[src/rtl/rot_undo_seq_pkg.sv]
// Shared types and constants for the sequential inverse rotator.
package rot_undo_seq_pkg;

  localparam int WIDTH_DEF = 32;
  localparam int AMT_W_DEF = 5;

  localparam logic DIR_RIGHT = 1'b1;
  localparam logic DIR_LEFT  = 1'b0;

  typedef enum logic [1:0] {
    S_IDLE = 2'd0,
    S_RUN  = 2'd1,
    S_DONE = 2'd2
  } state_t;

endpackage

[src/rtl/rot_undo_seq_rot_step.sv]
// Combinational single step: rotate a word by 1 or 2 positions, left or right.
module rot_step
  import rot_undo_seq_pkg::*;
#(
  parameter int WIDTH = WIDTH_DEF
) (
  input  logic [WIDTH-1:0] data,
  input  logic             two,
  input  logic             dir,
  output logic [WIDTH-1:0] result
);

  logic [WIDTH-1:0] right1;
  logic [WIDTH-1:0] right2;
  logic [WIDTH-1:0] left1;
  logic [WIDTH-1:0] left2;

  assign right1 = {data[0],         data[WIDTH-1:1]};
  assign right2 = {data[1:0],       data[WIDTH-1:2]};
  assign left1  = {data[WIDTH-2:0], data[WIDTH-1]};
  assign left2  = {data[WIDTH-3:0], data[WIDTH-1:WIDTH-2]};

  always_comb begin
    if (dir == DIR_RIGHT) result = two ? right2 : right1;
    else                  result = two ? left2  : left1;
  end

endmodule

[src/rtl/rot_undo_seq.sv]
// Sequential inverse rotator: undoes an upstream rotation 2 bits per cycle,
// with a final 1-bit step for odd amounts; valid/ready on both sides.
module rot_undo_seq
  import rot_undo_seq_pkg::*;
#(
  parameter int WIDTH = WIDTH_DEF,
  parameter int AMT_W = AMT_W_DEF
) (
  input  logic             clk,
  input  logic             rst,
  input  logic             in_valid,
  output logic             in_ready,
  input  logic [WIDTH-1:0] in_data,
  input  logic [AMT_W-1:0] in_amt,
  input  logic             in_dir,
  output logic             out_valid,
  input  logic             out_ready,
  output logic [WIDTH-1:0] out_data
);

  state_t           state_q, state_d;
  logic [WIDTH-1:0] work_q,  work_d;
  logic [AMT_W-1:0] rem_q,   rem_d;
  logic             dir_q,   dir_d;

  logic             step_two;
  logic [WIDTH-1:0] step_result;
  logic [AMT_W-1:0] amt_mod;

  assign step_two = (rem_q >= AMT_W'(2));
  // Only matters if AMT_W is widened beyond log2(WIDTH).
  assign amt_mod  = AMT_W'(in_amt % WIDTH);

  rot_step #(.WIDTH(WIDTH)) u_rot_step (
    .data   (work_q),
    .two    (step_two),
    .dir    (dir_q),
    .result (step_result)
  );

  always_ff @(posedge clk) begin
    // NOTE: state registers use non-blocking assignments so every flop
    // samples pre-edge values, regardless of statement order.
    if (rst) begin
      // NOTE: the work register is reset too, so out_data reads 0 after reset.
      state_q <= S_IDLE;
      work_q  <= '0;
      rem_q   <= '0;
      dir_q   <= 1'b0;
    end else begin
      state_q <= state_d;
      work_q  <= work_d;
      rem_q   <= rem_d;
      dir_q   <= dir_d;
    end
  end

  always_comb begin
    // NOTE: every output gets a default first so no path infers a latch.
    state_d   = state_q;
    work_d    = work_q;
    rem_d     = rem_q;
    dir_d     = dir_q;
    in_ready  = 1'b0;
    out_valid = 1'b0;

    unique case (state_q)
      S_IDLE: begin
        in_ready = 1'b1;
        if (in_valid) begin
          work_d  = in_data;
          rem_d   = amt_mod;
          dir_d   = ~in_dir;
          state_d = (amt_mod != '0) ? S_RUN : S_DONE;
        end
      end
      S_RUN: begin
        work_d = step_result;
        rem_d  = step_two ? (rem_q - AMT_W'(2)) : '0;
        if (rem_d == '0) state_d = S_DONE;
      end
      S_DONE: begin
        out_valid = 1'b1;
        if (out_ready) state_d = S_IDLE;
      end
      default: state_d = S_IDLE;
    endcase
  end

  assign out_data = work_q;

endmodule

[config.mk]
export PLATFORM = sky130hd
export DESIGN_NAME = rot_undo_seq
export DESIGN_NICKNAME = d
export VERILOG_FILES = /design/src/rtl/rot_undo_seq_pkg.sv /design/src/rtl/rot_undo_seq_rot_step.sv /design/src/rtl/rot_undo_seq.sv
export SDC_FILE = /design/constraint.sdc
export NUM_CORES = 1
export LEC_CHECK = 0
export ABC_CLOCK_PERIOD_IN_PS = 1950
export CORE_ASPECT_RATIO = 0.6
export CORE_MARGIN = 5
export CORE_UTILIZATION = 35
export CTS_BUF_LIST = sky130_fd_sc_hd__clkbuf_4
export CTS_CLUSTER_DIAMETER = 60
export CTS_CLUSTER_SIZE = 20
export DETAILED_ROUTE_END_ITERATION = 10
export PLACE_DENSITY_LB_ADDON = 0.25
export SLEW_MARGIN = 20
export SYNTH_ARGS = -nofsm -noshare
export SYNTH_HDL_FRONTEND = slang
export SYNTH_SLANG_ARGS = --single-unit
[constraint.sdc]
create_clock -name clk -period 1.95 [get_ports clk]
set_input_delay 0.2925 -clock clk [delete_from_list [all_inputs] [get_ports clk]]
set_output_delay 0.2925 -clock clk [all_outputs]
set_load 0.02 [all_outputs]
==> results of run 1 <==
-- per-stage QoR --
step | cells | util (%)
6_report | 580 | 52.7
5_1_grt | 580 | 52.7
3_3_place_gp | 554 | 47.7
4_1_cts | 569 | 50.0
3_5_place_dp | 554 | 47.7
2_1_floorplan | 372 | -
-- layer usage --
| layer | part of all wire, % | wire (µm) | GRT usage [%] | vias up |
|---|---|---|---|---|
| met1 | 46 | 5740 | 33.3 | 1846 |
| li1 | - | - | - | 1716 |
| met4 | 1.3 | 162 | 5.71 | 0 |
| met2 | 43 | 5370 | 32.6 | 255 |
| met5 | 0 | 0 | 0 | - |
| met3 | 10 | 1310 | 5.39 | 19 |
-- final cells by class --
type,count,area (µm²),area share (%)
clock buffer,6,45.0,1.01
inverter,9,33.8,0.754
tap,112,140,3.13
multi-input combinational,284,2140,47.9
sequential,40,806,18.0
timing repair buffer,127,1270,28.5
clock inverter,2,35.0,0.782
-- synthesized netlist by cell type (all sizes together), types with 2 or more instances --
| cell | instances | share of area (%) |
|---|---|---|
| a211oi | 53 | 13 |
| dfxtp | 40 | 26 |
| nand2 | 37 | 4.7 |
| nor2b | 32 | 6.6 |
| o221ai | 30 | 8.7 |
| o22a | 29 | 8.4 |
| a221oi | 26 | 7.5 |
| clkbuf | 22 | 2.7 |
| buf | 17 | 3.5 |
| nor2 | 10 | 1.5 |
| nor3 | 10 | 1.7 |
| inv | 9 | 1.1 |
| a2111oi | 8 | 2.3 |
| and3 | 6 | 1.2 |
| a21oi | 5 | 0.83 |
| o21ai | 5 | 0.83 |
| a311oi | 4 | 1.2 |
| nand2b | 3 | 0.62 |
| nor3b | 3 | 0.91 |
| nand3 | 2 | 0.33 |
| o22ai | 2 | 0.41 |
| or3b | 2 | 0.66 |
-- path summary, 6_finish.rpt --
check                                                  to  depth (start not counted)  slack [ps]
worst max-delay path            out_data[30]$_SDFFE_PP0P_                          6         -90
worst min-delay path                   dir_q$_SDFFE_PP0P_                          2         510
worst max register to register  out_data[30]$_SDFFE_PP0P_                          6         -90
worst min register to register         dir_q$_SDFFE_PP0P_                          2         540
-- cells in the final DEF (no fill, tap or decap), types with 2 or more instances in the layout --
master	n
a2111oi_0	2
a2111oi_1	3
a2111oi_2	3
a211oi_1	44
a211oi_2	9
a21oi_1	5
a221oi_1	20
a221oi_2	6
a311oi_1	3
and3_1	6
buf_12	5
buf_4	40
buf_6	4
clkbuf_16	2
clkbuf_4	6
clkdlybuf4s50_1	73
dfxtp_1	36
dfxtp_2	4
inv_1	7
inv_2	2
nand2_1	35
nand2_4	2
nand2b_1	3
nand3_1	2
nor2_1	9
nor2b_1	32
nor3_1	10
nor3b_1	2
o21ai_0	5
o221ai_1	30
o22a_1	29
o22ai_1	2
-- registers in the layout (all words and copies together) (netlist names) --
name	count
dir_q	1
state_q	2
rem_q	5
out_data	32
-- critical path: cells and delay by family (launching register included) --
family / cells / cell delay [ps]
AND/OR/NAND/NOR: 3 / 710
buffers and inverters: 2 / 320
AO/OA/AOI/OAI: 1 / 510
flip-flops: 1 / 380
-- kinds of logic after synthesis --
family / share of synthesized area [%]
buffers and inverters: 7.35
AOI/OAI and AO/OA: 46.1
DFF: 26.4
adders and majority gates: 0.413
xor gates and xnor gates: 0.578
and+or+nand+nor: 19.2
-- power breakdown --
part / internal [mW] / switching [mW]
sequential: 0.996 / 0.309
clock: 0.283 / 0.317
combinational: 1.38 / 1.54
-- timing repair --
item                                    4_1_cts  5_1_grt
endpoints found under the setup margin       10       35
hold endpoints to repair                      0        0
pin swaps                                     3       14
cloned                                        2        2
buffers inserted                              5       11
gates resized for setup                       7       39
==> results.yml, run 1 <==
critical_path:
  critical_path_class: "reg -> reg"
  end_kind: "flop"
  arrival_ps: 2280
  cp_max_fo: 5
  rr_startpoint: "rem_q[0]$_SDFFE_PP0P_"
  crit_slowest_cell: "a2111oi_0"
  cp-startpoint: "rem_q[0]$_SDFFE_PP0P_"
  worstPathCellList: "nor3b_1, nor2_4, buf_6, clkbuf_16, a2111oi_0, nor4_1"
  crit_path_max_incr_delay_ps: 510
  critPathLaunchType: "flop"
  critPathRequiredTime_ps: 2190
cells_and_area:
  drive_gt1_share_pct: 19.7
  fillers: 741
  antenna_cells: 0
  design_area_um2: 4480
  finalNetCount: 510
  area_growth_pct: 47.8
global_routing:
  grt_pass1_wl_mm: 19.1
  grt_max_degree: 33
  grt_pass1_vias: 3645
  grtUsageTotal_pct: 22.6
  gr-total-overflow: 0
  antenna_found_initial: 0
timing:
  finalHoldViolCount: 0
  maxSlewViolCount: 0
  rsz0062_at_grt: "true"
  finalCritPeriodShare_pct: 104
  layout_setup_ws_ps: -85.9
  worst_pin_slew_ps: 549
  fin_hold_ws_ps: 507
  max_freq_mhz: 491
  setup_violations: 1
  setup_tns_ps: -85.9
  skew_ps: 15.7
  relSlewSlack_pct: 63.3
  period_needed_ps: 2040
detailed_routing:
  route.detailed.drc: 0
  totalWireLength_mm: 12.6
  firstDrtPassIters: 5
  postRouteAntennaNets: 0
  vias: 3836
  viasPerCell: 6.61
  wl_per_cell_um: 21.7
  drt-initial-drc-count: 396
hold_path:
  hp-class: "in -> reg"
  min_from: "in_dir"
cts:
  cts_made_buffers: 5
  max-clock-path-buffers: 2
  htreeDepth: 2
  clk_pin_slew_ps: 140
  clk_latency_ps: 360
  cts_root_buf: "clkbuf_4"
  clock-sinks: 40
  tritoncts: "done"
  cts_hold_buf: 0
floorplanning:
  start_util_pct: 35.7
  coreArea_um2: 8490
  dieArea_um2: 10700
  rows: 26
  die_w_um: 130
  fp.dieH_um: 82.1
  ios: 76
synthesis:
  avgSynthCellArea_um2: 8.15
  yosysUniqueCellTypes: 46
  yosys_warnings: 0
  synth_edf_count: 0
  async_flop_share_pct: 0
  syn_area_um2: 3030
  yosys_most_used_dff: "dfxtp_1"
  ys_seq_area_share_pct: 26.4
  ys_seq_elements: 40
  synth_nets: 415
  synth_cells: 372
placed_design:
  dpl.hpwl_mm: 8.27
  place_congestion: 0.955
  port-buffer-count: 75
  post-place-ws_ps: -50.4
  place_area_um2: 4050
power_and_ir_drop:
  p_leak_nw: 1.55
  power.ir.vdd_worst_mv: 0.389
  power_mw: 4.84
  p_per_area_nw_per_um2: 1080
status:
  status: "finished with violations"
  violations: "negative setup slack"
flow_run:
  cap_violations: 0
Note: power is estimated with default switching activity, not from simulation.
==> run 2: changes to the inputs <==
Settings changed: RECOVER_POWER set to 25, REMOVE_ABC_BUFFERS set to 1.
==> run 2 against run 1 <==
Effect of this change: critical path type unchanged; largest power group unchanged; hold slack gained 26 ps; register-to-register slack improved by 130 ps; non-clock buffer count fell by 11; count of clock-buffer cells in the layout is 1 higher; cell count fell by 1.9%; sequential power is essentially flat; clock skew shrank 5.5 ps; combinational power fell by 9.2%; first-iteration DRC count is 5.6% higher; die area is the same; the flow now finishes without violations; critical endpoint is now out_data[21]$_SDFFE_PP0P_; cell area fell by 3.9%.
==> results.yml, run 2 (synthesis gave the netlist of run 1 again) <==
status:
  status: "finished clean"
detailed_routing:
  vias: 3714
  totalWireLength_mm: 12.2
  route.detailed.drc: 0
  wl_per_cell_um: 21.4
  postRouteAntennaNets: 0
  drt-initial-drc-count: 418
  firstDrtPassIters: 5
  viasPerCell: 6.53
flow_run:
  cap_violations: 0
floorplanning:
  start_util_pct: 35.7
  dieArea_um2: 10700
  rows: 26
  coreArea_um2: 8490
  die_w_um: 130
  fp.dieH_um: 82.1
  ios: 76
cts:
  max-clock-path-buffers: 2
  htreeDepth: 2
  clock-sinks: 40
  cts_made_buffers: 5
  tritoncts: "done"
  clk_pin_slew_ps: 130
  clk_latency_ps: 370
  cts_root_buf: "clkbuf_4"
placed_design:
  dp_cells: 554
  post-place-ws_ps: -18.4
  port-buffer-count: 75
  dpl.hpwl_mm: 8.42
  place_congestion: 0.884
timing:
  fin_hold_ws_ps: 533
  maxSlewViolCount: 0
  max_freq_mhz: 524
  rsz0062_at_grt: "true"
  finalHoldViolCount: 0
  relSlewSlack_pct: 68.0
  period_needed_ps: 1910
  layout_setup_ws_ps: 43.3
  setup_violations: 0
  worst_pin_slew_ps: 476
  skew_ps: 10.2
  finalCritPeriodShare_pct: 97.8
power_and_ir_drop:
  internal_power_mw: 2.39
  power_mw: 4.43
  p_sw_share_pct: 46.1
  p_per_area_nw_per_um2: 1030
  clkPwrFrac_pct: 10.6
  seqPwrFrac_pct: 29.4
  power.ir.vdd_worst_mv: 0.400
  switchingPower_mw: 2.04
  p_leak_nw: 1.46
  pwr-share-comb_pct: 60.0
cells_and_area:
  final_cells: 569
  largest_reg_flops: 32
  fillers: 798
  multi_input_area_um2: 2090
  finalNetCount: 499
  drive_gt1_share_pct: 15.8
  antenna_cells: 0
  final_cell_mix: "clkdlybuf4s50_1, a211oi_1, dfxtp_1"
  ff_latch_area_um2: 810
  final_common_cell: "clkdlybuf4s50_1"
  area_growth_pct: 42.0
critical_path:
  critPathLaunchType: "flop"
  critical_path_class: "reg -> reg"
  cp_max_fo: 7
  end_kind: "flop"
  ff2ff_setup_slack_ps: 40
  critPathRequiredTime_ps: 2220
  crit_path_max_incr_delay_ps: 400
  cp_top_family: "simple AND/OR/NAND/NOR gates"
  crit_slowest_cell: "or3b_4"
  crit_buf_inv: 3
  worstPathCellList: "inv_4, ha_4, or3b_4, nor2_4, buf_12, clkbuf_16, a211oi_1, a221oi_1"
  arrival_ps: 2180
global_routing:
  antenna_found_initial: 0
  gr-total-overflow: 0
  grt_max_degree: 34
  grtUsageTotal_pct: 22.6
  grt_pass1_wl_mm: 19.2
  grt_pass1_vias: 3574
hold_path:
  hp-class: "in -> reg"
==> run 2: cell types whose count changed in the layout (fill, tap and decap cells not counted), sizes merged <==
cell	delta
clkdlybuf4s50	-3
dlygate4sd3	+3
dlymetal6s2s	-1
dlygate4sd2	+1
clkbuf	+1
bufinv	-1
buf	-11
==> run 2: worst paths after layout <==
check | from | endpoint | cells past startpoint
setup / recovery | rem_q[1]$_SDFFE_PP0P_ | out_data[21]$_SDFFE_PP0P_ | 8
hold / removal | in_dir | dir_q$_SDFFE_PP0P_ | 2
setup reg to reg | rem_q[1]$_SDFFE_PP0P_ | out_data[21]$_SDFFE_PP0P_ | 8
hold reg to reg | rem_q[1]$_SDFFE_PP0P_ | rem_q[1]$_SDFFE_PP0P_ | 2
==> run 2: what timing repair did <==
action                     CTS  global route
pin swaps                    5            12
gates cloned                 1             1
resized for setup            7            22
hold buffers                 0             0
buffers inserted             4             1
setup endpoints to repair   12            28
==> run 2: per-stage QoR <==
stage	utilization (%)	TNS, ps	cell area [µm²]
detailed placement	47.7	-52.9	4050
global placement	47.7	-40.5	4050
global route	50.7	-161	4300
CTS	49.2	0	4180
floorplan	-	-30400	2840
finish	50.7	0	4300
==> run 2: routing by layer <==
metal	part of all wire (%)	up-vias	global-route usage, %
li1	-	1696	-
met2	41	201	32.7
met1	47	1796	32.9
met5	0	-	0
met4	1.6	0	5.71
met3	10	21	6.04
==> run 2: power groups by stage <==
stage	Sequential (mW)	Combinational (mW)	Clock, mW
2_1_floorplan	1.44	1.04	0
3_3_place_gp	1.29	2.30	0
3_5_place_dp	1.29	2.35	0
4_1_cts	1.28	2.49	0.466
5_1_grt	1.33	2.85	0.504
6_report	1.30	2.66	0.468
==> run 2: layout make-up <==
cell class / count / area share (%)
Clock buffer: 7 / 1.22
Tap cell: 112 / 3.26
Sequential cell: 40 / 18.8
Timing Repair Buffer: 116 / 27.1
Clock inverter: 1 / 0.0872
Multi-Input combinational cell: 284 / 48.6
Inverter: 9 / 0.901
==> run 3: changes to the inputs <==
Settings changed: CORE_UTILIZATION 35 to 40, RECOVER_POWER 25 to 50.
==> run 3 against run 2 <==
Effect of this change: sequential cell count stayed put; clock skew shrank 1.9 ps; via count up 1.7%; cell area is 1.0% higher; sequential power is essentially flat; largest power group unchanged; non-clock buffer count grew 3; register-to-register slack about the same; cell count is 1.1% lower; power is 2.1% higher.
==> results.yml, run 3 (synthesis gave the netlist of run 1 again) <==
timing:
  fin_hold_ws_ps: 515
  setup_violations: 0
  period_needed_ps: 1910
  worst_pin_slew_ps: 503
  maxSlewViolCount: 0
  rsz0062_at_grt: "true"
  relSlewSlack_pct: 65.6
  skew_ps: 8.29
  max_freq_mhz: 522
  finalCritPeriodShare_pct: 98.2
  finalHoldViolCount: 0
cells_and_area:
  area_growth_pct: 43.5
  finalNetCount: 502
  final_cells: 563
  post-route-util_pct: 59.3
  final_cell_mix: "clkdlybuf4s50_1, a211oi_1, nand2_1, dfxtp_1, buf_4"
  antenna_cells: 0
  final_common_cell: "clkdlybuf4s50_1"
  largest_reg_flops: 32
  drive_gt1_share_pct: 17.4
  design_area_um2: 4350
placed_design:
  port-buffer-count: 75
  place_area_um2: 4050
  dpl.hpwl_mm: 8.05
  place_congestion: 0.877
  dp_cells: 545
global_routing:
  gr-total-overflow: 0
  antenna_found_initial: 0
  grt_pass1_wl_mm: 18.9
  grt_pass1_vias: 3501
  grt_max_degree: 45
  grtUsageTotal_pct: 24.3
floorplanning:
  ios: 76
  dieArea_um2: 9470
  die_w_um: 122
  start_util_pct: 41.4
  rows: 24
  coreArea_um2: 7330
  fp.dieH_um: 77.4
critical_path:
  end_kind: "flop"
  critical_path_class: "reg -> reg"
  critPathLaunchType: "flop"
  cp_max_fo: 12
  arrival_ps: 2190
  critPathRequiredTime_ps: 2220
cts:
  tritoncts: "done"
  max-clock-path-buffers: 2
  cts_root_buf: "clkbuf_4"
  clk_latency_ps: 360
  clk_pin_slew_ps: 130
  htreeDepth: 2
  cts_made_buffers: 5
  clock-sinks: 40
  cts_hold_buf: 0
power_and_ir_drop:
  p_per_area_nw_per_um2: 1040
  power_mw: 4.53
  power.ir.vdd_worst_mv: 0.376
  p_leak_nw: 1.49
detailed_routing:
  drt-initial-drc-count: 577
  route.detailed.drc: 0
  viasPerCell: 6.71
  firstDrtPassIters: 5
  totalWireLength_mm: 12.1
  vias: 3776
  wl_per_cell_um: 21.5
  postRouteAntennaNets: 0
flow_run:
  cap_violations: 0
status:
  status: "finished clean"
hold_path:
  hp-class: "in -> reg"
==> run 3: cell type report <==
class | count | area (µm²)
Fill cell | 665 | 2980
Multi-Input combinational cell | 284 | 2120
Timing Repair Buffer | 119 | 1200
Sequential cell | 40 | 808
Tap cell | 104 | 130
Clock buffer | 6 | 45.0
Inverter | 9 | 36.3
Clock inverter | 1 | 5.00
==> run 3: worst paths after layout <==
check,from,to,slack (ps),depth (start not counted)
worst max register to register,rem_q[1]$_SDFFE_PP0P_,out_data[11]$_SDFFE_PP0P_,40,9
worst min register to register,state_q[1]$_SDFFE_PP0P_,state_q[0]$_SDFFE_PP0P_,530,1
worst max-delay path,rem_q[1]$_SDFFE_PP0P_,out_data[11]$_SDFFE_PP0P_,40,9
worst min-delay path,in_dir,dir_q$_SDFFE_PP0P_,510,2
==> run 3: timing repair <==
item                                    4_1_cts  5_1_grt
gates cloned                                  2        1
pin swaps                                     5       17
resized for setup                            11       31
endpoints found under the setup margin       31       31
buffers inserted                              4        7
==> run 3: power by group <==
group | internal, mW | total (mW) | switching (mW) | leakage [nW]
sequential | 0.997 | 1.32 | 0.319 | 0.333
combinational | 1.28 | 2.76 | 1.48 | 1.13
clock | 0.147 | 0.447 | 0.300 | 0.0315
total | 2.42 | 4.53 | 2.10 | 1.49
==> run 3: layer usage <==
layer / track usage, % / share of wire, % / wire length [µm] / vias to the layer above
met4: 5.92 / 1.1 / 135 / 0
met3: 5.81 / 12 / 1430 / 18
met5: 0 / 0 / 0 / -
met1: 37.5 / 45 / 5490 / 1801
li1: - / - / - / 1690
met2: 33.5 / 42 / 5060 / 267
==> run 3: worst max-delay path, cell delays in order (launching register included) <==
cell	delay [ps]
dfxtp_4	390
inv_4	60
ha_4	150
or3b_4	400
nor2_4	130
buf_12	140
buf_12	140
buf_4	120
a211oi_1	60
a221oi_1	230
==> run 3: per-stage QoR <==
stage	setup slack [ps]	setup TNS, ps
after floorplan	-1010	-30400
after global placement	-6.19	-11.0
after detailed placement	-82.2	-626
after CTS	-4.57	-5.98
after global routing	-20.8	-91.5
final	35.1	0
